[src/rtl/seq_writeback.sv]
// SEQ Y86-64 write-back stage: architectural register file, sticky status FSM, retired counter.
// Optional macro WB_BYPASS_EN forwards committing values to the read ports in the same cycle.
module seq_writeback #(
  parameter int XLEN  = 64,
  parameter int CNT_W = 32
) (
  input  logic             clk,
  input  logic             rst_n,
  input  logic             wb_valid,
  input  logic [3:0]       icode,
  input  logic [3:0]       rA,
  input  logic [3:0]       rB,
  input  logic             cnd,
  input  logic [XLEN-1:0]  valE,
  input  logic [XLEN-1:0]  valM,
  input  logic             halt,
  input  logic             invalid_instr,
  input  logic             dmem_error,
  input  logic [3:0]       srcA,
  input  logic [3:0]       srcB,
  output logic [XLEN-1:0]  rdA,
  output logic [XLEN-1:0]  rdB,
  output logic [XLEN-1:0]  rax,
  output logic [XLEN-1:0]  rcx,
  output logic [XLEN-1:0]  rdx,
  output logic [XLEN-1:0]  rbx,
  output logic [XLEN-1:0]  rsp,
  output logic [XLEN-1:0]  rbp,
  output logic [XLEN-1:0]  rsi,
  output logic [XLEN-1:0]  rdi,
  output logic [XLEN-1:0]  r8,
  output logic [XLEN-1:0]  r9,
  output logic [XLEN-1:0]  r10,
  output logic [XLEN-1:0]  r11,
  output logic [XLEN-1:0]  r12,
  output logic [XLEN-1:0]  r13,
  output logic [XLEN-1:0]  r14,
  output logic [2:0]       stat,
  output logic [CNT_W-1:0] retired
);

  localparam logic [3:0] REG_NONE = 4'hF;
  localparam logic [3:0] REG_RSP  = 4'h4;

  typedef enum logic [2:0] {
    S_AOK = 3'd1,
    S_HLT = 3'd2,
    S_ADR = 3'd3,
    S_INS = 3'd4
  } stat_e;

  stat_e             stat_q;
  logic [CNT_W-1:0]  retired_q;
  logic [XLEN-1:0]   regs_q [15];
  logic [3:0]        dst_e;
  logic [3:0]        dst_m;
  logic              commit;

  always_comb begin
    dst_e = REG_NONE;
    dst_m = REG_NONE;
    case (icode)
      4'h3, 4'h6:             dst_e = rB;
      4'h2:                   dst_e = cnd ? rB : REG_NONE;
      4'h8, 4'h9, 4'hA, 4'hB: dst_e = REG_RSP;
      default:                dst_e = REG_NONE;
    endcase
    if (icode == 4'h5 || icode == 4'hB) dst_m = rA;
  end

  assign commit = wb_valid && (stat_q == S_AOK) && !halt && !invalid_instr && !dmem_error;

  // Exception priority ADR > INS > HLT; the faulting instruction neither writes nor counts.
  always_ff @(posedge clk or negedge rst_n) begin
    if (!rst_n) begin
      stat_q    <= S_AOK;
      retired_q <= '0;
      for (int i = 0; i < 15; i++) regs_q[i] <= '0;
    end else if (wb_valid && stat_q == S_AOK) begin
      if (dmem_error)         stat_q <= S_ADR;
      else if (invalid_instr) stat_q <= S_INS;
      else if (halt)          stat_q <= S_HLT;
      else begin
        if (retired_q != {CNT_W{1'b1}}) retired_q <= retired_q + 1'b1;
        for (int i = 0; i < 15; i++) begin
          if (dst_m == 4'(i))      regs_q[i] <= valM;
          else if (dst_e == 4'(i)) regs_q[i] <= valE;
        end
      end
    end
  end

  always_comb begin
    rdA = '0;
    rdB = '0;
    for (int i = 0; i < 15; i++) begin
      if (srcA == 4'(i)) rdA = regs_q[i];
      if (srcB == 4'(i)) rdB = regs_q[i];
    end
`ifdef WB_BYPASS_EN
    // Forward only a real commit; valM beats valE when both target the same register.
    if (commit && srcA != REG_NONE) begin
      if (srcA == dst_m)      rdA = valM;
      else if (srcA == dst_e) rdA = valE;
    end
    if (commit && srcB != REG_NONE) begin
      if (srcB == dst_m)      rdB = valM;
      else if (srcB == dst_e) rdB = valE;
    end
`endif
  end

  assign stat    = stat_q;
  assign retired = retired_q;
  assign rax = regs_q[0];
  assign rcx = regs_q[1];
  assign rdx = regs_q[2];
  assign rbx = regs_q[3];
  assign rsp = regs_q[4];
  assign rbp = regs_q[5];
  assign rsi = regs_q[6];
  assign rdi = regs_q[7];
  assign r8  = regs_q[8];
  assign r9  = regs_q[9];
  assign r10 = regs_q[10];
  assign r11 = regs_q[11];
  assign r12 = regs_q[12];
  assign r13 = regs_q[13];
  assign r14 = regs_q[14];

endmodule

[config.mk]
export PLATFORM = sky130hd
export DESIGN_NAME = seq_writeback
export DESIGN_NICKNAME = d
export VERILOG_FILES = /design/src/rtl/seq_writeback.sv
export SDC_FILE = /design/constraint.sdc
export NUM_CORES = 2
export LEC_CHECK = 0
export ABC_AREA = 1
export BUFFER_PORTS_ARGS = -buffer_cell sky130_fd_sc_hd__buf_2
export CAP_MARGIN = 40
export CORE_AREA = 10 10 483 485
export CTS_BUF_LIST = sky130_fd_sc_hd__clkbuf_4 sky130_fd_sc_hd__clkbuf_8
export DETAILED_ROUTE_END_ITERATION = 12
export DIE_AREA = 0 0 493 495
export PLACE_DENSITY_LB_ADDON = 0.12
export RECOVER_POWER = 100
export SYNTH_ARGS = -nofsm -noshare
export SYNTH_HDL_FRONTEND = slang
export SYNTH_SLANG_ARGS = --single-unit
[constraint.sdc]
create_clock -name clk -period 7 [get_ports clk]
set_clock_uncertainty 0.1 [all_clocks]
set_input_delay 1.75 -clock clk [delete_from_list [all_inputs] [get_ports clk]]
set_output_delay 1.75 -clock clk [all_outputs]
set_load 0.03 [all_outputs]
Word level (Yosys, flattened, before mapping)
Cells that the tools add are included.
{"block": "totals", "in_bits": 155, "elab_cells": 194, "register_bits": 995}
{"block": "classes", "muxes": 66, "reduce_logical": 41, "bitwise": 3, "eq_ne": 66, "addsub": 1}
{"operator": "$mux 64", "count": 60}
{"operator": "$eq 4x4->1 const B", "count": 32}
{"operator": "$reduce_and 5->1", "count": 16}
{"operator": "$eq 4x3->1 const B", "count": 18}
{"operator": "$eq 4x2->1 const B", "count": 10}
{"operator": "$add 32x1->32 const B", "count": 1}
{"operator": "$ne 32x32->1 const B", "count": 1}
{"operator": "$reduce_bool 2->1", "count": 15}
{"operator": "$eq 4x1->1 const B", "count": 4}
{"operator": "$logic_not 4->1", "count": 4}
{"operator": "$pmux 4 s3", "count": 1}
{"operator": "$mux 3", "count": 3}
{"operator": "$mux 4", "count": 2}
{"operator": "$reduce_or 4->1", "count": 1}
{"operator": "$eq 3x1->1 const B", "count": 1}
{"operator": "$not 1->1", "count": 3}
{"operator": "$reduce_bool 3->1", "count": 1}
{"operator": "$reduce_and 2->1", "count": 1}
{"operator": "$reduce_or 2->1", "count": 1}
{"operator": "$logic_and 1x1->1", "count": 1}
{"operator": "$logic_or 1x1->1", "count": 1}

Logic depth before layout (Yosys ltp)
{"block": "logic_depth", "depth_word": 16, "mapped_depth": 15, "depth_no_buf": 13}

Worst setup path before layout
No wires, ideal clock.
{"block": "synth_path", "path_type": "in2out", "from": "input srcA[3]", "to": "output rdA[52]", "cell_stages": 11, "path_buffers": 3, "slack_ns": 1.893, "arrival_ns": 3.257, "path_cell_list": "inv_1 -> nand2_1 -> nor2_1 -> clkbuf_1 -> buf_2 -> buf_2 -> nand2_1 -> nand2_1 -> nand4_1 -> nor2_1 -> nand4_1"}
{"block": "synth_between", "elab_chain_len": 16}
{"element": "from (decl)", "line_no": "19", "source": "input logic [3:0] srcA,"}
{"element": "$logic_not 4->1", "line_no": "97", "source": "if (srcA == 4'(i)) rdA = regs_q[i];"}
{"element": "$mux 64 (14 in a row)", "line_no": "97"}
{"element": "$mux 64 *", "line_no": "97"}
{"element": "to (decl)", "line_no": "21", "source": "output logic [XLEN-1:0] rdA,"}
Mark *: on every way between the ends. The rest lies on a longest branch, timed or not.

Worst setup path in the final report
{"block": "layout_path", "from": "input invalid_instr", "to": "register regs_q (netlist bit r14[30])"}
{"block": "layout_between", "elab_chain_len": 2}
{"element": "from (decl)", "line_no": "17", "source": "input logic invalid_instr,"}
{"element": "$not 1->1 (no source line)"}
{"element": "$reduce_and 5->1 (no source line)"}
{"element": "to (signal, indexed assignment)", "line_no": "86", "source": "if (dst_m == 4'(i)) regs_q[i] <= valM;"}
{"element": "to (signal, indexed assignment)", "line_no": "87", "source": "else if (dst_e == 4'(i)) regs_q[i] <= valE;"}
{"element": "to (decl)", "line_no": "54", "source": "logic [XLEN-1:0] regs_q [15];"}
No other way between the ends.
A chain may end at the register's enable or synchronous reset.

==> results.md <==
- DIE AREA: 244000 sq um
- CP max-delay cell: nor3_1
- Fin area: approximately 74000 sq um
- Most common flop cell mapped by yosys: dfrtp_1
- Status: complete, but fails checks
- Num CTS Buffers: 202
- Setup violators final: 0
- Hold WC Path Type: flop to flop
- EDFF count, synth: 0
- Vias per cell: 5.446
- Worst-path clk slew: 0.06 ns
- Syn-to-layout area delta: 20.97%
- Setup TNS: 0 ns
- Buffers plus inverters on the worst setup path: 3
- Pin count of the biggest net entering global routing: 158
- Static Leak: between 30 and 40 nW
- Clock latency on the worst-skew pair: 0.98 ns
- Crit-path most repeated cell: nand2_1
- Mapped Nets: between 8k and 9k
- Largest cells by area after synthesis: dfrtp_1 (40%), mux2i_1 (16%), nand2_1 (15%), o21ai_1 (4.7%), nand3_1 (4.3%)
- H-tree depth: 4
- Final Max Tran Viols: 1474
- Syn Inst Count: between 8k and 9k
- Worst-margin pin slew: just under 5 ns
- Vias in the first global route: 64.47k
- Critical Path RT: around 7.7 ns
- Failing checks: capacitance limit, slew limit
- Number of I/O pins: about 1.3k
- 1st-iter DRT viols: around 7.0k
- Fin util: 0.3323
- Flop2flop setup slack: 0.91 ns
- CTS tree: done
- RSZ-0062 raised after global routing: false
- Resize count post-CTS: 0
- Commonest cells post-synth: nand2_1 (2441), dfrtp_1 (994), mux2i_1 (960), o21ai_1 (574), nor2_1 (540)
- Max VDD drop: a little over 0.2 mV
- Seq cells post-synth: roughly 1000
- Worst path cell trace: buf_2 -> or2_2 -> nor3_1 -> nand2_1 -> clkbuf_1 -> clkbuf_2 -> nand2_1 -> o21ai_0
- # DRC: 0
- Max-cap violations: 25
- Avg Cell Area, Syn: 7.555 sq um
- Hold-fix buffers at CTS: 0
- Post-DP HPWL: 291.0 mm
- Final Hold Fails: 0
- I/O Buffers: 1277
- Die H: roughly 500 um
- Yosys warns: 0
- Top delay family on crit path: simple AND/OR/NAND/NOR gates
- Fmax achieved: 0.1517 GHz
- Reg-to-reg critical path endpoint: r14[30]$_DFFE_PN0P_
- Worst Path Max Fanout: 43
- Root buf cell: clkbuf_8
- Power Density: ~190 nW/um^2
- Post-CTS setup buffers: 0
- Vias after detailed routing: about 67k
- Initial antenna violation count: 80
- CTS max path bufs: 3
- Die width: between 400 and 500 um
- Final nets: 9272
- Total Routing Usage GR: 0.3212
- Post-synthesis cell type count: 31
- Post-synthesis sequential area ratio: 0.4050
- Yosys top cell by area: dfrtp_1
- Hold path start: stat[0]$_DFFE_PN1P_
- Sink Count: just under 1k
- Minimum clock period: about 6.6 ns
- Slew margin rel.: -2.309
- Instance count on the critical path: 8
- Grt ovf: 0
- Critical Path Max Stage Delay: 1.57 ns
- Hold Crit Depth: 2
- Worst reg-to-reg path cell count: 7
- Hold EP: stat[0]$_DFFE_PN1P_
- Critical path startpoint category: primary input
- Most frequent cell after synthesis: nand2_1
- Asr flop ratio synth: 1.000
- Pre-antenna DRT Iters: 6
- RePlAce Congestion: between 0.8 and 0.9
- Initial Util: 0.2747
- Layout cells sized above 1: 0.09002
- First-pass GRT wire length: 558.7 mm
- Placed insts: roughly 12k
- Crit path capture type: flop
- Post-Route WL: between 400 and 500 mm
- Core footprint: 223800 sq um
- Mapped cell area: around 60000 sq um
- Placed cell area: just over 70000 sq um
- Synth top area share: 0.4046
- Num rows: about 170
- Crit Path Class: primary input to flop
- Non-Filler Instances: approximately 12k
- Routed WL per cell: about 33 um
- Reg2reg start: stat[0]$_DFFE_PN1P_
- CP arrival: 7.33 ns
- Fin crit share: 0.9418
- Post-route ant nets: 0
power by group:
part | switching (W) | internal (W)
registers | 0 | 0.00575
clock network | 0.00310 | 0.00387
logic | 0.000976 | 0.000296
total | 0.00407 | 0.00993
placed cells by master (no fill, tap or decap), types with 42 or more instances in the layout:
cell type | synthesis | routed
o21ai_0 | 456 | 984
nor2_1 | 540 | 510
clkbuf_1 | 439 | 1107
or2_2 | 42 | 42
clkbuf_4 | 0 | 58
nand2_1 | 2441 | 2420
dfrtp_1 | 994 | 994
mux2i_1 | 960 | 960
o21ai_1 | 574 | 46
buf_12 | 0 | 45
clkbuf_8 | 0 | 267
diode_2 | 0 | 42
nand4_1 | 345 | 345
nand3_1 | 525 | 525
buf_4 | 17 | 82
buf_2 | 194 | 191
a21oi_1 | 162 | 162
inv_1 | 327 | 321
worst register-to-register path: cells and delay by family, from the launching register on:
family / cells / cell delay (ns)
AO/OA/AOI/OAI: 1 / 0.10
buffers and inverters: 2 / 1.91
AND/OR/NAND/NOR: 4 / 3.28
flip-flops: 1 / 0.55
logic make-up (layout without fill, tap and decap cells):
kind of cell               Yosys count  count (layout)  share of synthesized area
adders and majority gates            1               1                  0.0002035
buffers and inverters             1029            2168                    0.06940
muxes                              960             960                     0.1563
AOI/OAI and AO/OA                 1195            1195                    0.09745
DFF                                995             995                     0.4050
xor gates and xnor gates            30              30                   0.004274
other                                0              42                          0
and+or+nand+nor                   3927            3927                     0.2673
final cells by class:
| cell class | count | area (sq um) |
|---|---|---|
| fill | 24572 | 149400 |
| clock inverter | 40 | 420.4 |
| antenna | 42 | 105.1 |
| timing repair buffer | 1468 | 7138 |
| clock buffer | 324 | 4103 |
| tap | 2992 | 3744 |
| inverter | 336 | 1279 |
| multi-input combinational | 6113 | 32680 |
| sequential | 995 | 24900 |
metrics by stage:
step | power (W) | setup slack, ns | hold slack, ns
floorplan | 0.006431 | 1.893 | 0.4531
global placement | 0.007117 | 0.8062 | 0.3824
detailed placement | 0.007136 | 0.9629 | 0.3953
CTS | 0.01412 | 0.9591 | 0.4091
global route | 0.01441 | 0.4104 | 0.4398
finish | 0.01400 | 0.4077 | 0.4106
layer usage:
| metal | track usage | share of wire | up-vias |
|---|---|---|---|
| met5 | 0 | 0.00063 | - |
| met1 | 0.3813 | 0.38 | 33211 |
| li1 | - | - | 29221 |
| met2 | 0.5081 | 0.45 | 3665 |
| met3 | 0.1236 | 0.11 | 902 |
| met4 | 0.1563 | 0.061 | 42 |
how the worst max path moves through the flow:
| stage | start | endpoint |
|---|---|---|
| floorplan | srcA[3] | rdA[52] |
| global placement | srcA[3] | rdA[11] |
| detailed placement | srcA[1] | rdA[8] |
| CTS | srcA[0] | rdA[8] |
| global route | srcA[3] | rdA[14] |
| finish | invalid_instr | r14[30]$_DFFE_PN0P_ |
No activity file was read; power rests on OpenSTA's default activity.
